**src/rtl/lsu_mem_initiator.sv**
```systemverilog
// Load/store unit acting as data-memory initiator: byte-enable generation, store
// data replication, load extraction with sign/zero extension, fault and timeout reporting.
module lsu_mem_initiator #(
    parameter int TIMEOUT = 16,
    parameter int CNT_W   = $clog2(TIMEOUT + 1)
) (
    input  logic        clk_i,
    input  logic        rst_i,
    input  logic        core_req_i,
    input  logic        core_we_i,
    input  logic [2:0]  core_size_i,
    input  logic [31:0] core_addr_i,
    input  logic [31:0] core_wd_i,
    output logic [31:0] core_rd_o,
    output logic        core_stall_o,
    output logic        core_fault_o,
    output logic [1:0]  fault_cause_o,
    output logic        mem_req_o,
    output logic        mem_we_o,
    output logic [3:0]  mem_be_o,
    output logic [31:0] mem_addr_o,
    output logic [31:0] mem_wd_o,
    input  logic [31:0] mem_rd_i,
    input  logic        mem_ready_i
);

    typedef enum logic [1:0] {
        ST_IDLE  = 2'd0,
        ST_WAIT  = 2'd1,
        ST_FAULT = 2'd2
    } state_t;

    localparam logic [1:0] CAUSE_MISALIGN = 2'b01;
    localparam logic [1:0] CAUSE_TIMEOUT  = 2'b10;
    localparam logic [1:0] CAUSE_ILLEGAL  = 2'b11;

    state_t           state_reg, state_next;
    logic [CNT_W-1:0] cnt_reg, cnt_next;
    logic [1:0]       cause_reg, cause_next;

    logic        size_b, size_h, size_w, illegal, misaligned;
    logic [3:0]  be_dec;
    logic [31:0] wd_rep;
    logic [31:0] rd_ext;
    logic [7:0]  rd_byte;
    logic [15:0] rd_half;
    logic        req_int;

    // Sign/zero selection lives in bit 2 of funct3; bits [1:0] give the width.
    assign size_b     = (core_size_i[1:0] == 2'd0);
    assign size_h     = (core_size_i[1:0] == 2'd1);
    assign size_w     = (core_size_i == 3'd2);
    assign illegal    = (core_size_i == 3'd3) || (core_size_i[2:1] == 2'b11);
    assign misaligned = (size_h && core_addr_i[0]) || (size_w && (core_addr_i[1:0] != 2'b00));

    always_comb begin
        be_dec = 4'b0000;
        if (!illegal) begin
            if (size_b)      be_dec = 4'b0001 << core_addr_i[1:0];
            else if (size_h) be_dec = core_addr_i[1] ? 4'b1100 : 4'b0011;
            else             be_dec = 4'b1111;
        end
    end

    generate
        for (genvar gi = 0; gi < 4; gi++) begin : g_wd_lane
            always_comb begin
                if (size_b)      wd_rep[8*gi +: 8] = core_wd_i[7:0];
                else if (size_h) wd_rep[8*gi +: 8] = core_wd_i[8*(gi % 2) +: 8];
                else             wd_rep[8*gi +: 8] = core_wd_i[8*gi +: 8];
            end
        end
    endgenerate

    assign rd_byte = mem_rd_i[8*core_addr_i[1:0] +: 8];
    assign rd_half = mem_rd_i[16*core_addr_i[1] +: 16];

    always_comb begin
        if (size_b)      rd_ext = {{24{rd_byte[7] & ~core_size_i[2]}}, rd_byte};
        else if (size_h) rd_ext = {{16{rd_half[15] & ~core_size_i[2]}}, rd_half};
        else             rd_ext = mem_rd_i;
    end

    always_ff @(posedge clk_i) begin
        if (rst_i) begin
            state_reg <= ST_IDLE;
            cnt_reg   <= '0;
            cause_reg <= 2'b00;
        end else begin
            state_reg <= state_next;
            cnt_reg   <= cnt_next;
            cause_reg <= cause_next;
        end
    end

    always_comb begin
        state_next    = state_reg;
        cnt_next      = cnt_reg;
        cause_next    = cause_reg;
        req_int       = 1'b0;
        core_rd_o     = 32'd0;
        core_stall_o  = 1'b0;
        core_fault_o  = 1'b0;
        fault_cause_o = 2'b00;
        mem_req_o     = 1'b0;
        mem_we_o      = 1'b0;
        mem_be_o      = 4'b0000;
        mem_addr_o    = 32'd0;
        mem_wd_o      = 32'd0;
        // Reset masks every output, including the pass-through address and data.
        if (!rst_i) begin
            mem_addr_o = core_addr_i;
            mem_be_o   = be_dec;
            mem_wd_o   = wd_rep;
            unique case (state_reg)
                ST_IDLE: begin
                    if (core_req_i) begin
                        core_stall_o = 1'b1;
                        if (illegal || misaligned) begin
                            state_next = ST_FAULT;
                            cause_next = illegal ? CAUSE_ILLEGAL : CAUSE_MISALIGN;
                        end else begin
                            req_int    = 1'b1;
                            state_next = ST_WAIT;
                            cnt_next   = '0;
                        end
                    end
                end
                ST_WAIT: begin
                    req_int      = 1'b1;
                    core_stall_o = ~mem_ready_i;
                    if (mem_ready_i) begin
                        state_next = ST_IDLE;
                        if (!core_we_i) core_rd_o = rd_ext;
                    end else if (cnt_reg == CNT_W'(TIMEOUT - 1)) begin
                        state_next = ST_FAULT;
                        cause_next = CAUSE_TIMEOUT;
                    end else begin
                        cnt_next = cnt_reg + 1'b1;
                    end
                end
                ST_FAULT: begin
                    core_fault_o  = 1'b1;
                    fault_cause_o = cause_reg;
                    state_next    = ST_IDLE;
                end
                default: state_next = ST_IDLE;
            endcase
            mem_req_o = req_int;
            mem_we_o  = req_int & core_we_i;
        end
    end

endmodule

```
**config.mk**
```make
export PLATFORM = sky130hd
export DESIGN_NAME = lsu_mem_initiator
export DESIGN_NICKNAME = d
export VERILOG_FILES = /design/src/rtl/lsu_mem_initiator.sv
export SDC_FILE = /design/constraint.sdc
export NUM_CORES = 1
export LEC_CHECK = 0
export ABC_AREA = 1
export CORE_ASPECT_RATIO = 0.6
export CORE_MARGIN = 3
export CORE_UTILIZATION = 30
export CTS_BUF_LIST = sky130_fd_sc_hd__clkbuf_16
export DETAILED_ROUTE_END_ITERATION = 16
export GPL_TIMING_DRIVEN = 0
export PLACE_DENSITY = 0.85
export SLEW_MARGIN = 25
export SYNTH_ARGS = -nofsm -noshare
export SYNTH_HDL_FRONTEND = slang
export SYNTH_SLANG_ARGS = --single-unit
```
**constraint.sdc**
```tcl
create_clock -name clk_i -period 1.39 [get_ports clk_i]
set_clock_uncertainty 0.1 [all_clocks]
set_input_delay 0.139 -clock clk_i [delete_from_list [all_inputs] [get_ports clk_i]]
set_output_delay 0.139 -clock clk_i [all_outputs]
set_load 0.1 [all_outputs]
```
### After elaboration in Yosys (flattened, before gate mapping)

Index checks and enable logic that the tools add are counted.

| operators by class | value |
|---|---|
| add/subtract/negate cells | 1 |
| $mul | 0 |
| div/mod/pow operators | 0 |
| $lt $le $gt $ge | 0 |
| equal/unequal tests | 14 |
| shifts and indexed selects | 3 |
| mux-type cells | 46 |
| bitwise operators | 5 |
| reductions and logical operators | 12 |

Operators with widths:

| cell | number |
|---|---|
| 32-bit two-way mux | 8 |
| 8-bit two-way mux | 5 |
| 32-bit by 6-bit indexed part select with 16-bit output | 1 |
| 32-bit by 6-bit indexed part select with 8-bit output | 1 |
| 2-bit two-way mux | 10 |
| 4-bit two-way mux | 5 |
| 5-bit two-way mux | 4 |
| 2-bit != test (second input constant) | 6 |
| 5-bit case mux with 2 select lines | 1 |
| 5-bit AND reduction | 2 |
| 1-bit two-way mux | 9 |
| 2-bit case mux with 2 select lines | 2 |
| 3-bit by 2-bit == test with 1-bit output (second input constant) | 2 |
| 5-bit by 1-bit adder with 5-bit output (second input constant) | 1 |
| 5-bit by 4-bit == test with 1-bit output (second input constant) | 1 |
| 2-bit by 1-bit == test with 1-bit output (second input constant) | 2 |
| 2-bit == test (second input constant) | 2 |
| 2-bit logical NOT | 2 |
| 1-bit case mux with 2 select lines | 2 |
| 2-bit nonzero test | 2 |
| 1-bit by 2-bit << shifter with 4-bit output (first input constant) | 1 |
| 1-bit AND | 3 |
| 1-bit logical OR | 3 |
| 3-bit != test (second input constant) | 1 |
| other kinds (3) | 5 |

| word-level totals | value |
|---|---|
| flip-flop bits (word level) | 9 |
| latch bits | 0 |
| memory bits (writable) | 0 |
| bits in read-only memories | 0 |
| input port bits | 104 |
| output and inout port bits | 106 |
| word-level logic and storage cells | 84 |
| memories kept | 0 |

### Depth between registers and ports, before layout

| logic depth | value |
|---|---|
| depth in word-level cells | 10 |
| mapped depth | 12 |
| mapped depth without buffers | 12 |

### Worst setup path after synthesis

Ideal clock, no wire load.

| timing path | value |
|---|---|
| path kind | register to output |
| start | reg state_reg[1] |
| end | out fault_cause_o[0] |
| data arrival time | 3.496 ns |
| required time | 1.151 ns |
| setup slack | -2.345 ns |
| stages on the path, launching flop included | 4 |
| buffers on the path | 0 |
| cell sequence | dfxtp_1 inv_2 nor3_1 and2_1 |

| on the way | value |
|---|---|
| longest elaborated chain between the ends | 3 |

RTL lines:

| element | RTL line | text |
|---|---|---|
| start, declared | 37 | `state_t state_reg, state_next;` |
| start signal, assigned | 90 | `state_reg <= state_next;` |
| 2-bit == test | 115 | `unique case (state_reg)` |
| 2-bit two-way mux | 115 |  |
| 2-bit two-way mux | 111 | `if (!rst_i) begin` |
| end, declared | 17 | `output logic [1:0] fault_cause_o,` |

No other way between the ends.

### Final worst setup path

| timing path | value |
|---|---|
| start | reg state_reg[0] |
| end | out core_rd_o[17] |

| on the way | value |
|---|---|
| longest elaborated chain between the ends | 3 |

RTL lines:

| element | RTL line | text |
|---|---|---|
| 2-bit by 1-bit == test with 1-bit output | 115 |  |
| 32-bit two-way mux | 115 |  |
| 32-bit two-way mux | 111 |  |
| end, declared | 14 | `output logic [31:0] core_rd_o,` |

No other way between the ends.

==> flow_metrics.py <==
metrics = {
    "power_and_ir_drop": {
        "p_leak_nw": 2.975,
        "p_per_area_nw_per_um2": 660.2,
        "p_total_mw": 4.456,
        "irDropWorstVdd_v": 0.0004834,
    },
    "finish": {
        "nNetsFinal": 832,
        "areaGrowthSynthToFinish_pct": 167.9,
        "drive_gt1_share_pct": 53.10,
        "num-fill-cells": 422,
        "design_area_um2": 6750,
        "seq_area_um2": 195.2,
        "multi_input_area_um2": 2868,
        "largest_reg_flops": 5,
    },
    "synthesis": {
        "synth_area_um2": 2520,
        "syn_avg_cell_area_um2": 5.228,
        "ys_seq_elements": 9,
        "synthXorXnorAreaFrac_pct": 0,
        "synthesis.nets": 588,
        "synth_compound_area_share_pct": 16.29,
        "synth_top_family_by_area": "simple AND/OR/NAND/NOR gates",
        "synthDistinctLibCells": 36,
        "netlist_instances": 482,
        "yosys.area_share.simple_pct": 54.87,
        "synthMuxAreaShare_pct": 0,
        "ys_seq_area_share_pct": 7.150,
        "synth-warning-count": 0,
        "synth-adder-area-share_pct": 0.9930,
    },
    "timing": {
        "fin_crit_ns": 2.100,
        "tightest_slew_ns": 0.6365,
        "setup_viol": 53,
        "hold_viol": 0,
        "slew_viol_final": 0,
        "slew_headroom_pct": 57.56,
        "post-route-period-util_pct": 151.1,
        "rsz0062_at_grt": "yes",
        "fmax_ghz": 0.4762,
        "worst_slack_ns": -0.7099,
    },
    "hold_path": {
        "worstHoldStart": "rst_i",
        "hold_end": "cnt_reg[0]",
        "hold_depth": 4,
        "min_path_type": "in2reg",
    },
    "routing": {
        "via_per_inst": 5.662,
        "wirelength_um": 18160,
        "first_pass_iters": 8,
        "postRouteAntennaNets": 0,
        "drtIter0Drc": 665,
        "drt_drc_violations_left": 0,
        "vias": 4722,
        "avgRoutedWirePerCell_um": 21.77,
    },
    "worst_setup_path": {
        "worst_setup_path_end_kind": "output port",
        "crit_slowest_cell": "dfxtp_4",
        "arrival_ns": 1.86,
        "crit_path_start_kind": "flop",
        "reg2reg_slack_ns": -0.31,
        "rr_endpoint": "cnt_reg[2]",
        "crit_type": "reg2out",
        "worstPathRequired_ns": 1.15,
        "path_common_cell": "nor2_4",
        "crit_fanout": 5,
        "cp_cell_sequence": "inv_4 > nor2_4 > nand4_1 > clkinv_4 > nand2_8 > clkbuf_16 > nor2_4 > buf_12",
        "max_stage_delay_ns": 0.36,
        "reg2reg_from": "cnt_reg[1]",
        "reg2reg_depth": 10,
    },
    "global_routing": {
        "grt_use_total_pct": 32.62,
        "grt_pass1_wl_um": 25340,
        "grt_max_degree": 11,
        "overflow": 0,
        "grt_pass1_vias": 4644,
        "antenna_found_initial": 1,
    },
    "clock_tree": {
        "tritoncts": "yes",
        "cts_root_buffer": "clkbuf_16",
        "insertion_delay_ns": 0.25,
        "cts_sinks": 9,
        "cts_buffer_depth": 2,
        "path_clk_slew_ns": 0.04,
        "cts_buffers": 3,
        "htree_levels": 1,
    },
    "run": {
        "maxCapViolCount": 0,
    },
    "floorplanning": {
        "core_area_um2": 8008,
        "die_x_um": 124.3,
        "die_h_um": 76.99,
        "die_area_um2": 9571,
        "floorplan.initialDensity_pct": 31.47,
        "ios": 210,
        "rows": 25,
    },
    "place": {
        "placed_cell_area_um2": 5629,
        "gp_congestion": 0.9353,
        "port_buffers": 204,
        "place_ws_ns": -1.494,
        "dpl.hpwl_um": 11180,
    },
    "run_status": {
        "status": "complete, but fails checks",
        "violations": "negative setup slack",
    },
}
[layout make-up]
class | count | area share, %
Sequential cell | 9 | 2.892
Antenna cell | 1 | 0.03707
Tap cell | 108 | 2.002
Clock inverter | 1 | 0.07414
Buffer | 25 | 3.800
Clock buffer | 3 | 1.112
Multi-Input combinational cell | 359 | 42.48
Inverter | 89 | 5.876
Timing Repair Buffer | 239 | 41.72
[per-stage QoR]
stage	hold slack [ns]	instances	TNS (ns)	util, %
2_1_floorplan	0.3078	482	-14.86	-
3_3_place_gp	0.3484	794	-111.65	70.30
3_5_place_dp	0.3653	794	-114.18	70.30
4_1_cts	0.2652	825	-18.34	80.58
5_1_grt	0.2801	834	-26.75	84.30
6_report	0.2845	834	-24.90	84.30
[placed cells by master, fill, tap and decap left out, types with 3 or more instances in the layout]
master,count
a21oi_1,16
a21oi_2,7
a21oi_4,22
buf_12,55
buf_2,4
buf_4,54
buf_6,21
buf_8,10
clkbuf_16,4
clkbuf_4,18
clkdlybuf4s50_1,87
clkinvlp_4,8
dfxtp_1,5
dfxtp_4,4
dlygate4sd2_1,10
inv_1,64
inv_2,7
inv_4,7
nand2_1,82
nand2_2,23
nand2_4,18
nand3_1,21
nand3_2,13
nand4_1,3
nor2_1,15
nor2_2,5
nor2_4,85
nor3_1,6
o211ai_1,4
o21ai_0,7
o21ai_1,13
[cell usage after synthesis, drive strengths merged]
master,number,area (um2)
dfxtp,9,180.2
a21oi,45,225.2
nor3b,1,7.510
buf,20,156.4
o2111ai,1,8.760
or2,3,18.77
nand2,124,519.3
nand3,36,190.2
clkbuf,6,22.52
nor2,104,580.6
nor3,7,35.03
o22ai,2,12.51
inv,88,337.8
o21ai,23,118.9
o211ai,4,30.03
and2,1,6.260
nand4,3,18.77
clkinv,1,5.000
o21a,1,15.01
nor4,1,6.260
ha,2,25.02
[where the power goes]
group / switching [mW] / total, mW / leakage, nW / internal, mW
clock network: 0.176 / 0.559 / 0.0409 / 0.383
logic: 2.34 / 3.52 / 2.86 / 1.18
registers: 0.0581 / 0.376 / 0.0767 / 0.318
total: 2.58 / 4.46 / 2.98 / 1.88
[worst max-delay path: cells and delay by family (launching register included)]
kind | cells | cell delay (ns)
flip-flops | 1 | 0.36
buffers and inverters | 4 | 0.61
AND/OR/NAND/NOR | 4 | 0.61
[worst max-delay path by stage]
stage          slack, ns  depth (start not counted)          from          endpoint
6_report           -0.71                          8  state_reg[0]     core_rd_o[17]
5_1_grt            -0.74                          8  state_reg[0]     core_rd_o[16]
3_3_place_gp       -1.46                         11  mem_rd_i[15]     core_rd_o[10]
4_1_cts            -0.51                          8  state_reg[0]     core_rd_o[27]
2_1_floorplan      -0.54                          3  state_reg[1]  fault_cause_o[0]
3_5_place_dp       -1.49                         11  mem_rd_i[15]     core_rd_o[29]
[timing repair]
item / 4_1_cts / 5_1_grt
gates resized for setup: 848 / 66
pin swaps: 20 / 26
cloned: 2 / 1
endpoints found under the setup margin: 115 / 85
setup buffers: 26 / 9
hold buffers: 0 / 0
[layer usage]
metal / wire length (um) / up-vias / global-route usage [%] / part of all wire (%)
met3: 2345 / 106 / 10.65 / 13
met5: 0 / - / 0 / 0
met1: 6692 / 2204 / 39.58 / 37
met2: 8208 / 428 / 53.88 / 45
li1: - / 1984 / - / -
met4: 912 / 0 / 12.25 / 5.0
[logic make-up after synthesis]
kind of cell,Yosys count
adder cells (fa/ha/maj),2
flip-flops,9
AO/OA/AOI/OAI,76
AND/OR/NAND/NOR,280
buffers and inverters,115
Note: power is estimated with default switching activity, not from simulation.
